**config.mk**
```make
export PLATFORM = sky130hd
export DESIGN_NAME = uart_core_param
export DESIGN_NICKNAME = d
export VERILOG_FILES = /design/src/rtl/uart_pkg.sv /design/src/rtl/uart_baud_tick.sv /design/src/rtl/uart_core_param.sv
export SDC_FILE = /design/constraint.sdc
export NUM_CORES = 1
export LEC_CHECK = 0
export BUFFER_PORTS_ARGS = -buffer_cell sky130_fd_sc_hd__buf_2
export CORE_MARGIN = 3
export CORE_UTILIZATION = 40
export DETAILED_ROUTE_END_ITERATION = 10
export GPL_TIMING_DRIVEN = 0
export RECOVER_POWER = 50
export SKIP_CTS_REPAIR_TIMING = 1
export SLEW_MARGIN = 20
export SYNTH_ARGS = -nofsm -noshare
export SYNTH_HDL_FRONTEND = slang
export SYNTH_SLANG_ARGS = --single-unit
```
**constraint.sdc**
```tcl
create_clock -name clk -period 3.4 [get_ports clk]
set_input_delay 0.51 -clock clk [delete_from_list [all_inputs] [get_ports clk]]
set_output_delay 0.51 -clock clk [all_outputs]
set_load 0.02 [all_outputs]
```
**src/rtl/uart_pkg.sv**
```systemverilog
// Shared definitions for the parametrised UART: parity modes, FSM state
// encodings and the parity helper used by both TX and RX paths.
package uart_pkg;

  localparam int unsigned PAR_NONE = 0;
  localparam int unsigned PAR_EVEN = 1;
  localparam int unsigned PAR_ODD  = 2;

  typedef enum logic [2:0] {
    TX_IDLE,
    TX_START,
    TX_DATA,
    TX_PARITY,
    TX_STOP
  } tx_state_t;

  typedef enum logic [2:0] {
    RX_IDLE,
    RX_START,
    RX_DATA,
    RX_PARITY,
    RX_STOP
  } rx_state_t;

  // Parity bit for up to 8 data bits; unused upper bits must be zero.
  function automatic logic parity_bit(input logic [7:0] d, input int unsigned mode);
    return (^d) ^ (mode == PAR_ODD);
  endfunction

endpackage

```
**src/rtl/uart_baud_tick.sv**
```systemverilog
// Free-running oversample tick generator: one-clock pulse every CLK_DIV clocks.
module uart_baud_tick #(
  parameter int unsigned CLK_DIV = 27
) (
  input  logic clk,
  input  logic reset,
  output logic tick
);

  localparam int unsigned CW = (CLK_DIV > 1) ? $clog2(CLK_DIV) : 1;

  logic [CW-1:0] cnt;

  always_ff @(posedge clk or posedge reset) begin
    if (reset)                         cnt <= '0;
    else if (cnt == CW'(CLK_DIV - 1))  cnt <= '0;
    else                               cnt <= cnt + CW'(1);
  end

  assign tick = (cnt == CW'(CLK_DIV - 1));

endmodule

```
**src/rtl/uart_core_param.sv**
```systemverilog
// Full-duplex UART: double-buffered transmitter and oversampling receiver
// sharing one baud tick generator on a single system clock.
module uart_core_param
  import uart_pkg::*;
#(
  parameter int unsigned CLK_DIV    = 27,
  parameter int unsigned OVERSAMPLE = 16,
  parameter int unsigned DATA_BITS  = 8,
  parameter int unsigned PARITY     = 0,
  parameter int unsigned STOP_BITS  = 1
) (
  input  logic                 clk,
  input  logic                 reset,
  input  logic                 tx_enable,
  input  logic                 ld_tx_data,
  input  logic [DATA_BITS-1:0] tx_data,
  output logic                 tx_out,
  output logic                 tx_empty,
  output logic                 tx_busy,
  output logic                 tx_over_run,
  input  logic                 rx_enable,
  input  logic                 rx_in,
  input  logic                 uld_rx_data,
  output logic [DATA_BITS-1:0] rx_data,
  output logic                 rx_empty,
  output logic                 rx_frame_err,
  output logic                 rx_parity_err,
  output logic                 rx_over_run
);

  localparam int unsigned OCW = $clog2(OVERSAMPLE);
  localparam int unsigned BCW = $clog2(DATA_BITS);

  logic tick;

  uart_baud_tick #(.CLK_DIV(CLK_DIV)) u_tick (
    .clk   (clk),
    .reset (reset),
    .tick  (tick)
  );

  // ---------------- transmitter ----------------
  tx_state_t            tx_state, tx_next;
  logic [OCW-1:0]       tx_tcnt;
  logic [BCW-1:0]       tx_bcnt;
  logic [DATA_BITS-1:0] tx_hold, tx_shift;
  logic                 tx_par;
  logic                 tx_bit_end, tx_go, tx_load;

  assign tx_bit_end = tick && (tx_tcnt == OCW'(OVERSAMPLE - 1));
  assign tx_go      = tx_enable && !tx_empty;
  assign tx_load    = (tx_next == TX_START) && (tx_state != TX_START);

  always_ff @(posedge clk or posedge reset) begin
    if (reset) tx_state <= TX_IDLE;
    else       tx_state <= tx_next;
  end

  // Frames start on a tick so every bit, including start, is exactly OVERSAMPLE ticks.
  always_comb begin
    tx_next = tx_state;
    case (tx_state)
      TX_IDLE:   if (tick && tx_go) tx_next = TX_START;
      TX_START:  if (tx_bit_end) tx_next = TX_DATA;
      TX_DATA:   if (tx_bit_end && (tx_bcnt == BCW'(DATA_BITS - 1)))
                   tx_next = (PARITY != PAR_NONE) ? TX_PARITY : TX_STOP;
      TX_PARITY: if (tx_bit_end) tx_next = TX_STOP;
      TX_STOP:   if (tx_bit_end && (tx_bcnt == BCW'(STOP_BITS - 1)))
                   tx_next = tx_go ? TX_START : TX_IDLE;
      default:   tx_next = TX_IDLE;
    endcase
  end

  always_comb begin
    tx_out  = 1'b1;
    tx_busy = 1'b1;
    case (tx_state)
      TX_IDLE:   tx_busy = 1'b0;
      TX_START:  tx_out  = 1'b0;
      TX_DATA:   tx_out  = tx_shift[0];
      TX_PARITY: tx_out  = tx_par;
      default:   tx_out  = 1'b1;
    endcase
  end

  always_ff @(posedge clk or posedge reset) begin
    if (reset) begin
      tx_tcnt     <= '0;
      tx_bcnt     <= '0;
      tx_hold     <= '0;
      tx_shift    <= '0;
      tx_par      <= 1'b0;
      tx_empty    <= 1'b1;
      tx_over_run <= 1'b0;
    end else begin
      if (tx_state == TX_IDLE)  tx_tcnt <= '0;
      else if (tick)            tx_tcnt <= tx_bit_end ? '0 : tx_tcnt + OCW'(1);

      if (tx_load) begin
        tx_bcnt  <= '0;
        tx_shift <= tx_hold;
        tx_par   <= parity_bit(8'(tx_hold), PARITY);
        tx_empty <= 1'b1;
      end else if (ld_tx_data && tx_empty) begin
        tx_hold     <= tx_data;
        tx_empty    <= 1'b0;
        tx_over_run <= 1'b0;
      end
      if (ld_tx_data && !tx_empty) tx_over_run <= 1'b1;

      if (tx_bit_end && !tx_load) begin
        if (tx_state == TX_DATA) begin
          tx_shift <= tx_shift >> 1;
          tx_bcnt  <= (tx_bcnt == BCW'(DATA_BITS - 1)) ? '0 : tx_bcnt + BCW'(1);
        end else if (tx_state == TX_STOP) begin
          tx_bcnt  <= tx_bcnt + BCW'(1);
        end
      end
    end
  end

  // ---------------- receiver ----------------
  rx_state_t            rx_state, rx_next;
  logic                 rx_meta, rx_s;
  logic [OCW-1:0]       rx_tcnt;
  logic [BCW-1:0]       rx_bcnt;
  logic [DATA_BITS-1:0] rx_shift;
  logic                 rx_par_bit, rx_stop_bad, rx_done;
  logic                 rx_sample, rx_last_data, rx_last_stop;

  always_comb begin
    rx_sample    = tick && (rx_tcnt == ((rx_state == RX_START) ? OCW'(OVERSAMPLE / 2 - 1)
                                                                : OCW'(OVERSAMPLE - 1)));
    rx_last_data = (rx_bcnt == BCW'(DATA_BITS - 1));
    rx_last_stop = (rx_bcnt == BCW'(STOP_BITS - 1));
  end

  always_ff @(posedge clk or posedge reset) begin
    if (reset) rx_state <= RX_IDLE;
    else       rx_state <= rx_next;
  end

  always_comb begin
    rx_next = rx_state;
    if (!rx_enable) rx_next = RX_IDLE;
    else begin
      case (rx_state)
        RX_IDLE:   if (tick && !rx_s) rx_next = RX_START;
        RX_START:  if (rx_sample) rx_next = rx_s ? RX_IDLE : RX_DATA;
        RX_DATA:   if (rx_sample && rx_last_data)
                     rx_next = (PARITY != PAR_NONE) ? RX_PARITY : RX_STOP;
        RX_PARITY: if (rx_sample) rx_next = RX_STOP;
        RX_STOP:   if (rx_sample && rx_last_stop) rx_next = RX_IDLE;
        default:   rx_next = RX_IDLE;
      endcase
    end
  end

  always_ff @(posedge clk or posedge reset) begin
    if (reset) begin
      rx_meta       <= 1'b1;
      rx_s          <= 1'b1;
      rx_tcnt       <= '0;
      rx_bcnt       <= '0;
      rx_shift      <= '0;
      rx_par_bit    <= 1'b0;
      rx_stop_bad   <= 1'b0;
      rx_done       <= 1'b0;
      rx_data       <= '0;
      rx_empty      <= 1'b1;
      rx_frame_err  <= 1'b0;
      rx_parity_err <= 1'b0;
      rx_over_run   <= 1'b0;
    end else begin
      rx_meta <= rx_in;
      rx_s    <= rx_meta;
      rx_done <= rx_enable && (rx_state == RX_STOP) && rx_sample && rx_last_stop;

      if (!rx_enable || rx_state == RX_IDLE) begin
        rx_tcnt <= '0;
        rx_bcnt <= '0;
      end else if (tick) begin
        rx_tcnt <= rx_sample ? '0 : rx_tcnt + OCW'(1);
      end

      if (rx_enable && rx_sample) begin
        case (rx_state)
          RX_START:  rx_stop_bad <= 1'b0;
          RX_DATA: begin
            rx_shift <= {rx_s, rx_shift[DATA_BITS-1:1]};
            rx_bcnt  <= rx_last_data ? '0 : rx_bcnt + BCW'(1);
          end
          RX_PARITY: rx_par_bit <= rx_s;
          RX_STOP: begin
            rx_stop_bad <= rx_stop_bad | !rx_s;
            rx_bcnt     <= rx_bcnt + BCW'(1);
          end
          default: ;
        endcase
      end

      // A good completion outranks a coincident host read.
      if (rx_done) begin
        rx_frame_err  <= rx_stop_bad;
        rx_parity_err <= (PARITY != PAR_NONE) &&
                         (rx_par_bit != parity_bit(8'(rx_shift), PARITY));
        if (!rx_stop_bad) begin
          rx_data     <= rx_shift;
          rx_empty    <= 1'b0;
          rx_over_run <= !rx_empty && !uld_rx_data;
        end else if (uld_rx_data) begin
          rx_empty <= 1'b1;
        end
      end else if (uld_rx_data) begin
        rx_empty <= 1'b1;
      end
    end
  end

endmodule

```
# Word level (Yosys, flattened, before mapping)

Index checks and enable logic that the tools add are counted.

Bitwise logic cells: 3
Equal/unequal tests: 21
Reductions and logical operators: 41
Multiplexer cells: 45
Add/subtract/negate cells: 5

Operators with widths:

| operator                                             | count |
|---|---|
| two-way mux 3 bit                                    | 19 |
| one-hot mux 3 bit (5 select lines)                   | 2 |
| two-way mux 4 bit                                    | 7 |
| two-way mux 8 bit                                    | 3 |
| logical AND 1 bit                                    | 18 |
| != test 3 bit (second input constant)                | 5 |
| equality test 3 x 2 -> 1 bit (second input constant) | 4 |
| equality test 3 bit (second input constant)          | 4 |
| zero test 3 bit                                      | 4 |
| AND reduction 2 bit                                  | 5 |
| nonzero test 2 bit                                   | 5 |
| equality test 3 x 1 -> 1 bit (second input constant) | 3 |
| two-way mux 1 bit                                    | 9 |
| adder 4 x 1 -> 4 bit (second input constant)         | 2 |
| XOR reduction 8 bit                                  | 1 |
| adder 3 x 1 -> 3 bit (second input constant)         | 2 |
| zero test 1 bit                                      | 6 |
| one-hot mux 3 bit (2 select lines)                   | 1 |
| adder 5 x 1 -> 5 bit (second input constant)         | 1 |
| equality test 5 bit (second input constant)          | 1 |
| two-way mux 5 bit                                    | 1 |
| AND reduction 5 bit                                  | 1 |
| equality test 4 bit                                  | 1 |
| equality test 4 bit (second input constant)          | 1 |
| 8 further kinds                                      | 9 |

Flip-flop bits (word level): 67
Input port bits: 15
Word-level logic and storage cells: 136

# Depth between registers and ports, before layout

Gate-level depths: netlist of the first run.

Depth in word-level cells: 11
Depth in mapped cells: 8
Mapped depth without buffers: 7

# Modules after synthesis

A second synthesis of the first run with hierarchy kept.

Cell total of the unflattened synthesis: 276
Area, all modules: 3278.1 um^2

By module, submodules not included:

| module          | times used | area each (um^2) | seq. area each (um^2) | cells each |
|---|---|---|---|---|
| uart_core_param | 1          | 3007.9           | 1556.5                | 251 |
| uart_baud_tick  | 1          | 270.3            | 125.1                 | 25 |

# Worst setup path before layout of the first run

No wires, ideal clock.

Path type: flip-flop to flip-flop
Start: register u_tick.cnt[0]
End: register tx_shift[0]
Buffers on the path: 1
Path slack: 1.488 ns
Period minus slack after synthesis: 1.912 ns
Stages on the path, launching flop included: 9
Arrival: 1.775 ns
Cells stage by stage: dfrtp_1 inv_1 ha_1 and4b_4 nand2_4 or4b_4 buf_6 mux2i_1 a21oi_1

Longest elaborated chain between the ends: 10

Ends and longest elaborated chain:

| what                                                          | RTL line                                       | source |
|---|---|---|
| start: declaration                                            | uart_baud_tick.sv:12                           | `logic [CW-1:0] cnt;` |
| start signal: assignment                                      | uart_baud_tick.sv:17                           | `else cnt <= cnt + CW'(1);` |
| equality test 5 bit *                                         | uart_baud_tick.sv:20                           | `assign tick = (cnt == CW'(CLK_DIV - 1));` |
| logical AND 1 bit                                             | uart_core_param.sv:50                          | `assign tx_bit_end = tick && (tx_tcnt == OCW'(OVERSAMPLE - 1));` |
| logical AND 1 bit, on equally long branches                   | uart_core_param.sv:68, uart_core_param.sv:65   |  |
| two-way mux 3 bit, on equally long branches                   | uart_core_param.sv:68, uart_core_param.sv:65   |  |
| one-hot mux 3 bit (5 select lines)                            | uart_core_param.sv:62                          | `case (tx_state)` |
| equality test 3 x 1 -> 1 bit                                  | uart_core_param.sv:52                          | `assign tx_load = (tx_next == TX_START) && (tx_state != TX_START);` |
| logical AND 1 bit                                             | uart_core_param.sv:52                          |  |
| two-way mux 8 bit / zero test 1 bit (equally long branches)   | uart_core_param.sv:99, uart_core_param.sv:111  |  |
| two-way mux 8 bit / logical AND 1 bit (equally long branches) | uart_core_param.sv:112, uart_core_param.sv:111 |  |
| two-way mux 8 bit *                                           | uart_core_param.sv:111                         | `if (tx_bit_end && !tx_load) begin` |
| end signal: assignment                                        | uart_core_param.sv:101                         | `tx_shift <= tx_hold;` |
| end signal: assignment                                        | uart_core_param.sv:113                         | `tx_shift <= tx_shift >> 1;` |
| end: declaration                                              | uart_core_param.sv:46                          | `logic [DATA_BITS-1:0] tx_hold, tx_shift;` |

Mark *: on every way between the ends. The rest lies on a longest branch, timed or not.
A chain may end at the register's enable or synchronous reset.

# Worst setup path after layout of the first run

Start: register tx_state[1]
End: output tx_busy

Longest elaborated chain between the ends: 2

Ends and longest elaborated chain:

| what                     | RTL line              | source |
|---|---|---|
| start: declaration       | uart_core_param.sv:43 | `tx_state_t tx_state, tx_next;` |
| start signal: assignment | uart_core_param.sv:56 | `else tx_state <= tx_next;` |
| zero test 3 bit          | uart_core_param.sv:77 | `case (tx_state)` |
| two-way mux 1 bit        | uart_core_param.sv:77 |  |
| end: declaration         | uart_core_param.sv:19 | `output logic tx_busy,` |

No other way between the ends.

==> results_dict.tcl, run 1 <==
set metrics [dict create \
    synth_cell_types 53 \
    synth_seq_area_share_pct 51.83 \
    fp.dieH_um 96.06 \
    path_buf_inv 3 \
    place_hpwl_um 3977 \
    remaining_drc_errors 0 \
    drtIter0Drc 92 \
    fin_area_um2 3759 \
    synth_top_cell_area_share_pct 48.59 \
    grt_max_degree 55 \
    hold_class "in -> async" \
    maxSlewViolCount 0 \
    antenna_found_initial 0 \
    area_delta_synth_final_pct 15.85 \
    setup_viol 0 \
    max_freq_mhz 431.4 \
    min_period_ns 2.318 \
    synth_edf_count 0 \
    worstPathMaxFanout 10 \
    die_area_um2 9228 \
    ys_warn_count 0 \
    first_pass_iters 4 \
    critPathArrivalTime_ns 1.81 \
    synth_common_cells "dfrtp_1, nand2_1, nor2_1" \
    worstSetupPathType "reg -> out" \
    via_per_inst 4.905 \
    max_slew_margin_pct 10.59 \
    area.sequential_um2 1682 \
    syn_inst 296 \
    drive_gt1_share_pct 24.56 \
    wl_per_cell_um 12.44 \
    final-hold-violation-count 0 \
    slowest_stage "nor3_1" \
    nets 362 \
    globalplace.congestion 0.8462 \
    root_buffer "clkbuf_8" \
    row_count 32 \
    r2r_slack_ns 1.31 \
    io_buffers 29 \
    synth_flop_cell "dfrtp_1" \
    worstMarginPinSlew_ns 1.341 \
    via_count 2178 \
    cts_buffers 9 \
    dpl_cell_area_um2 3547 \
    crit_required_ns 2.89 \
    fin_ws_ns 1.082 \
    cts.sinks 67 \
    multi_input_area_um2 1444 \
    critPathLaunchType "register" \
    grt-ovfl-total 0 \
    rsz0062_at_grt "no" \
    crit_chain "clkbuf_1 -> nor3_1 -> inv_1 -> buf_2" \
    fillers 760 \
    grt_first_pass_wirelength_um 9777 \
    power_leakage_nw 1.746 \
    period_share_pct 68.17 \
    drtAntennaViolNets 0 \
    ioPinCount 31 \
    ys_ff_latch 67 \
    grt.total_usage_pct 13.52 \
    finClkSkew_ns 0.008276 \
    num_antenna_cells 0 \
    synth.area.top_cells "dfrtp_1, mux2_2, ha_1, dfstp_2, mux2i_1" \
    p_per_area_nw_per_um2 447.7 \
    dp.cells 428 \
    clk_path_buf_depth 2 \
    setup_tns_ns 0 \
    clk_latency_ns 0.33 \
    ir_drop_mv 0.2631 \
    synth.avg_cell_area_um2 10.96 \
    htreeDepth 3 \
    syn_nets 321 \
    drv_cap 0 \
    path_clk_slew_ns 0.07 \
    netlist.top_cell.by_area "dfrtp_1" \
    power_mw 1.683 \
    place_ws_ns 1.265 \
    grt_pass1_vias 2213 \
    async_reset_ff_share_pct 100.0 \
    synth.most_common_cell "dfrtp_1" \
    status "completed" \
    dieWidth_um 96.06 \
    coreArea_um2 7807 \
    initial_core_util_pct 41.55 \
    slowest_delay_ns 0.54 \
    cts_tree "built" \
    cpLargestDelayFamily "simple AND/OR/NAND/NOR gates" \
    layout.cells.non_filler 444 \
    end_kind "primary output" \
    synth_area_um2 3244 \
    finalWirelength_um 5524 \
]
==> metrics by stage <==
| stage | utilization (%) | hold WS [ns] |
|---|---|---|
| final | 48.14 | 0.2014 |
| after global placement | 45.05 | 0.3461 |
| after CTS | 48.45 | 0.06910 |
| after detailed placement | 45.43 | 0.3475 |
| after global routing | 48.14 | 0.2099 |
| after floorplan | - | 0.3452 |
==> kinds of logic after synthesis <==
family	share of synthesized area, %
AND/OR/NAND/NOR	15.08
flip-flops	51.83
AO/OA/AOI/OAI	9.179
multiplexers	12.50
buffers and inverters	3.664
XOR/XNOR	3.779
adder cells (fa/ha/maj)	3.857
other	0.1156
==> worst paths after layout <==
check | depth (start not counted) | to | from
worst min-delay path | 2 | rx_state[2] | reset
worst max-delay path | 4 | tx_busy | tx_state[1]
worst min register to register | 0 | rx_s | rx_meta
max in group asynchronous | 3 | rx_bcnt[1] | reset
worst max register to register | 8 | rx_bcnt[0] | u_tick.cnt[0]
min in group clk | 1 | rx_meta | rx_in
==> registers in the layout, summed over array words and instances, names as in the netlist, 3 cells and up <==
| name | cells |
|---|---|
| rx_bcnt | 3 |
| rx_state | 3 |
| rx_tcnt | 4 |
| tx_shift | 8 |
| tx_tcnt | 4 |
| tx_hold | 8 |
| tx_bcnt | 3 |
| tx_state | 3 |
| rx_data | 8 |
| u_tick.cnt | 5 |
| rx_shift | 8 |
==> routing by layer <==
metal	up-vias	part of all wire (%)	track usage [%]
li1	1108	-	-
met1	1018	48	16.65
met2	50	47	21.97
met3	2	4.8	4.769
met4	0	0.42	4.621
met5	-	0	0
==> layout by cell type (no fill, tap or decap), types with 4 or more instances in the layout <==
| cell type | instances |
|---|---|
| dfrtp_1 | 63 |
| nand2b_1 | 5 |
| inv_1 | 11 |
| clkbuf_1 | 7 |
| mux2_2 | 20 |
| nor2b_1 | 5 |
| mux2i_1 | 9 |
| xnor2_1 | 10 |
| ha_1 | 10 |
| nand2_1 | 23 |
| buf_2 | 31 |
| o21ai_1 | 4 |
| o21ai_0 | 10 |
| nor3_1 | 8 |
| xor2_1 | 4 |
| a21oi_1 | 16 |
| mux2_1 | 8 |
| nor2_1 | 23 |
| clkbuf_8 | 11 |
| nand3_1 | 8 |
==> worst reg2reg max path, delay by kind of cell (launching register included) <==
family	cells	cell delay, ns
simple gates	3	0.61
flops	1	0.39
compound gates	1	0.34
buf+inv	2	0.23
fa+ha+maj	1	0.23
mux	1	0.23
==> layout make-up <==
type                            instances  area share (%)
Tap cell                              102           3.395
Inverter                               13           1.332
Clock buffer                           11           4.028
Multi-Input combinational cell        203           38.42
Buffer                                 13           1.864
Sequential cell                        67           44.74
Clock inverter                          5           2.230
Timing Repair Buffer                   30           3.995
==> power breakdown <==
group	internal (mW)	total [mW]	switching [mW]	leakage, nW
combinational	0.0450	0.102	0.0567	0.802
sequential	0.811	0.820	0.00983	0.831
clock	0.456	0.761	0.305	0.112
total	1.31	1.68	0.371	1.75
(Power assumes the default switching activity.)
==> run 2, diff against run 1 <==
clock period = 1.9 ns   (was 3.4 ns; I/O delays follow)
==> run 2 against run 1 <==
  * Die area did not move
  * Non-clock buffer count rose by 16
  * The flow now finishes with violations (negative setup slack)
  * Core utilization increased by 3.9 points
  * Critical path type is now reg -> reg
  * Largest cell class unchanged
  * Sequential power up 79%
==> results_dict.tcl, run 2 (synthesized netlist as in run 1, its figures left out) <==
set metrics [dict create \
    status "finished, violations left" \
    violations "negative setup slack" \
    clk_path_buf_depth 2 \
    cts_tree "built" \
    p_int_mw 2.290 \
    min_period_ns 1.994 \
    final_cell_mix "dfrtp_1, buf_2, nor2_1, nand2_1, mux2_2" \
    max_freq_mhz 501.4 \
    antenna_found_initial 0 \
    seqPwrFrac_pct 49.0 \
    fin_area_um2 4061 \
    worstMarginPinSlew_ns 0.7247 \
    setup_viol 18 \
    rsz0062_at_grt "yes" \
    dpl_cell_area_um2 3561 \
    drtAntennaViolNets 0 \
    reg2reg_to "rx_bcnt[0]" \
    globalplace.congestion 0.8520 \
    grt-busiest-layer "met2" \
    p_clk_share_pct 44.1 \
    htreeDepth 3 \
    hold_end "rx_meta" \
    fin_ws_ns -0.09427 \
    grt_pass1_vias 2247 \
    maxSlewViolCount 0 \
    grt_max_degree 30 \
    coreArea_um2 7807 \
    grt_first_pass_wirelength_um 10190 \
    ir_drop_mv 0.4471 \
    first_pass_iters 4 \
    row_count 32 \
    finalWirelength_um 6068 \
    area_delta_synth_final_pct 25.18 \
    final-hold-violation-count 0 \
    p_switching_uw 707.3 \
    period_share_pct 105.0 \
    max_slew_margin_pct 51.40 \
    p_comb_share_pct 6.8 \
    drtIter0Drc 58 \
    via_per_inst 5.015 \
    r2r_start "u_tick.cnt[0]" \
    use_met2_pct 23.46 \
    via_count 2307 \
    hold_path.startpoint "rx_in" \
    drive_gt1_share_pct 36.31 \
    hold_class "in -> reg" \
    wl_per_cell_um 13.19 \
    worstSetupPathType "reg -> reg" \
    place_hpwl_um 4116 \
    drv_cap 0 \
    num_antenna_cells 0 \
    r2r_cells 8 \
    grt.total_usage_pct 14.24 \
    area.sequential_um2 1683 \
    final_common_cell "dfrtp_1" \
    fp.dieH_um 96.06 \
    utilization_pct 52.02 \
    grtUsageMet3_pct 4.457 \
    dp.cells 429 \
    p_per_area_nw_per_um2 737.9 \
    dieWidth_um 96.06 \
    clk_latency_ns 0.34 \
    remaining_drc_errors 0 \
    crit_required_ns 2.12 \
    nets 378 \
    cts_buffers 9 \
    layout.cells.non_filler 460 \
    finClkSkew_ns 0.006813 \
    root_buffer "clkbuf_8" \
    worstPathMaxFanout 6 \
    ioPinCount 31 \
    whs_path_depth 1 \
    die_area_um2 9228 \
    use_met1_pct 17.42 \
    initial_core_util_pct 41.55 \
    end_kind "register" \
    multi_input_area_um2 1590 \
    critPathLaunchType "register" \
    critPathArrivalTime_ns 2.22 \
    io_buffers 29 \
    cts.sinks 67 \
    power_leakage_nw 1.863 \
    r2r_slack_ns -0.09 \
    fillers 727 \
    grt-ovfl-total 0 \
    switching_share_pct 23.60 \
    path_clk_slew_ns 0.08 \
]
==> run 2: cell count changes in the layout (fill, tap and decap cells not counted), moves of 2 or more <==
cell / previous run / this run
mux2_1: 8 / 0
nor3_4: 0 / 2
clkbuf_1: 7 / 4
buf_4: 3 / 18
a31oi_2: 0 / 2
buf_2: 31 / 29
clkinv_4: 0 / 3
nor3_2: 0 / 3
buf_6: 1 / 3
a31oi_1: 2 / 0
mux2_4: 0 / 9
clkbuf_8: 11 / 9
clkinvlp_4: 2 / 0
nor3_1: 8 / 3
==> run 2: worst max-delay path by stage <==
stage,startpoint,end,slack [ns],cells past startpoint
floorplan,u_tick.cnt[0],tx_shift[0],-0.007,8
global placement,u_tick.cnt[0],rx_state[0],-0.19,7
detailed placement,u_tick.cnt[0],rx_state[0],-0.23,7
CTS,tx_state[1],tx_busy,-0.28,4
global route,u_tick.cnt[0],tx_shift[4],-0.22,7
finish,u_tick.cnt[0],rx_bcnt[0],-0.09,8
==> run 2: layout make-up <==
type | count | area share (%)
flip-flops and latches | 67 | 41.44
multi-input cells | 203 | 39.16
repair buffers | 47 | 7.425
well taps | 102 | 3.142
clock buffers | 9 | 3.050
clock inverters | 7 | 2.465
plain buffers | 12 | 2.095
inverters | 13 | 1.232
==> run 2: metal layers <==
layer,vias to the layer above,wire length [um],share of wire [%]
met2,47,2974,49
li1,1135,-,-
met4,0,81,1.3
met5,-,0,0
met3,8,257,4.2
met1,1117,2753,45
==> run 2: power groups by stage <==
stage	combinational (mW)	sequential (mW)	clock [mW]
6_report	0.205	1.47	1.32
5_1_grt	0.230	1.47	1.44
4_1_cts	0.196	1.47	1.37
3_5_place_dp	0.196	1.50	0
3_3_place_gp	0.184	1.50	0
2_1_floorplan	0.142	1.49	0
==> run 2: critical path: stages, from the launching register on <==
cell      delay, ns
dfrtp_1        0.41
inv_2          0.08
ha_4           0.13
and4b_4        0.29
and3_4         0.24
and4_4         0.25
buf_8          0.13
a211oi_4       0.04
mux2_4         0.30
==> run 2: stage by stage <==
step	power [mW]	setup slack [ns]	hold WS, ns	TNS (ns)
after floorplan	1.634	-0.006721	0.2895	-0.04705
after global placement	1.680	-0.1922	0.3463	-2.299
after detailed placement	1.693	-0.2299	0.2581	-3.338
after CTS	3.034	-0.2831	-0.1232	-3.983
after global routing	3.139	-0.2199	0.01891	-3.348
final	2.997	-0.09427	0.03980	-0.9930
==> run 3, diff against run 2 <==
PLACE_DENSITY = 0.59   (was default)
==> run 3 against run 2 <==
  * The run still ends with negative setup slack left
  * Hold slack improved by 0.0035 ns
  * Clock-buffer cell count rose by 2
  * Worst setup slack worse by 0.072 ns
  * Clock skew increased by 0.0035 ns
  * Via count is 3.3% higher
  * Non-clock buffer count up 11
  * Fmax fell by 3.5%
  * Die area unchanged
  * Critical path depth is 1 lower
  * Sequential cell count did not move
  * Critical path type unchanged
==> results_dict.tcl, run 3 (synthesized netlist as in run 1, its figures left out) <==
set metrics [dict create \
    max_slew_margin_pct 38.69 \
    fin_area_um2 4172 \
    crit_required_ns 2.12 \
    antenna_found_initial 0 \
    ir_drop_mv 0.4125 \
    via_per_inst 5.059 \
    initial_core_util_pct 41.55 \
    grt_max_degree 32 \
    critPathLaunch "u_tick.cnt[0]" \
    status "finished, violations left" \
    first_pass_iters 4 \
    p_per_area_nw_per_um2 670.8 \
    finClkSkew_ns 0.01029 \
    remaining_drc_errors 0 \
    dpl_cell_area_um2 3568 \
    setup_tns_ns -2.150 \
    globalplace.congestion 0.8262 \
    finalWirelength_um 6463 \
    timing.hold.ws_ns 0.04332 \
    end_kind "register" \
    hold_path.startpoint "rx_in" \
    cts_buffers 9 \
    path_buf_inv 1 \
    dp.cells 429 \
    setup_viol 24 \
    power_mw 2.798 \
    place_ws_ns -0.2520 \
    utilization_pct 53.43 \
    fin_ws_ns -0.1667 \
    slowest_delay_ns 0.63 \
    slowest_stage "or4b_4" \
    coreArea_um2 7807 \
    dieWidth_um 96.06 \
    min_period_ns 2.067 \
    clk_latency_ns 0.34 \
    hold_class "in -> reg" \
    htreeDepth 3 \
    whs_path_depth 1 \
    drive_gt1_share_pct 36.86 \
    final-hold-violation-count 0 \
    grt.total_usage_pct 14.16 \
    max_freq_mhz 483.9 \
    place_hpwl_um 4134 \
    r2r_cells 7 \
    area_delta_synth_final_pct 28.58 \
    grt_first_pass_wirelength_um 10180 \
    critPathArrivalTime_ns 2.29 \
    wl_per_cell_um 13.72 \
    rsz0062_at_grt "yes" \
    nets 389 \
    reg2reg_to "tx_shift[4]" \
    cts.sinks 67 \
    maxSlewViolCount 0 \
    root_buffer "clkbuf_8" \
    worstMarginPinSlew_ns 0.9146 \
    num_antenna_cells 0 \
    layout.cells.non_filler 471 \
    ioPinCount 31 \
    io_buffers 29 \
    critPathLaunchType "register" \
    row_count 32 \
    fillers 704 \
    drtIter0Drc 62 \
    path_clk_slew_ns 0.07 \
    die_area_um2 9228 \
    power_leakage_nw 1.893 \
    worstSetupPathType "reg -> reg" \
    grt-ovfl-total 0 \
    violations "negative setup slack" \
    fp.dieH_um 96.06 \
    hold_end "rx_meta" \
    grt_pass1_vias 2218 \
    period_share_pct 108.8 \
    via_count 2383 \
    clk_path_buf_depth 2 \
    r2r_slack_ns -0.17 \
    r2r_start "u_tick.cnt[0]" \
    final_cell_mix "dfrtp_1, buf_4, nor2_1, buf_2, nand2_1" \
    drtAntennaViolNets 0 \
    worstPathMaxFanout 8 \
    cts_tree "built" \
    drv_cap 0 \
    crit_chain "inv_1 -> ha_2 -> and4b_4 -> nand2_4 -> or4b_4 -> mux2i_2 -> a21oi_1" \
    cpLargestDelayFamily "simple AND/OR/NAND/NOR gates" \
    final_common_cell "dfrtp_1" \
]
## run 3: changes by cell type in the layout (fill, tap and decap cells not counted), moves of 3 or more
cell	previous run	this run
clkinvlp_4	0	3
buf_2	29	21
buf_4	18	22
clkinv_4	3	0
clkbuf_1	4	12
buf_6	3	7
## run 3: worst reg2reg max path: stages (launching register included)
cell and delay (ns):
dfrtp_1 0.40, inv_1 0.07, ha_2 0.19, and4b_4 0.29
nand2_4 0.06, or4b_4 0.63, mux2i_2 0.22, a21oi_1 0.08
## run 3: worst max-delay path by stage
stage,endpoint,slack [ns],cells past startpoint
2_1_floorplan,tx_shift[0],-0.007,8
3_3_place_gp,rx_state[0],-0.19,7
3_5_place_dp,rx_state[0],-0.25,7
4_1_cts,tx_busy,-0.28,4
5_1_grt,tx_shift[4],-0.25,7
6_report,tx_shift[4],-0.17,7
## run 3: area by class of cell
cell class              instances  area (um^2)  area share [%]
plain buffers                  12        93.84           2.250
clock buffers                  11        151.4           3.629
clock inverters                 5        36.28          0.8698
inverters                      13        52.55           1.260
multi-input cells             203         1619           38.81
flip-flops and latches         67         1683           40.34
well taps                     102        127.6           3.059
repair buffers                 58        407.9           9.778
## run 3: where the power goes
part           switching (mW)  internal, mW  leakage (nW)
Combinational           0.121        0.0957         0.976
Clock                   0.566         0.547        0.0880
Sequential             0.0184          1.45         0.829
## run 3: routing by layer
| metal | global-route usage (%) | vias to the layer above | routed length (um) | part of all wire [%] |
|---|---|---|---|---|
| met5 | 0 | - | 0 | 0 |
| met4 | 4.858 | 0 | 49 | 0.76 |
| met3 | 4.144 | 8 | 312 | 4.8 |
| met2 | 23.40 | 52 | 3135 | 49 |
| met1 | 17.63 | 1157 | 2965 | 46 |
| li1 | - | 1166 | - | - |
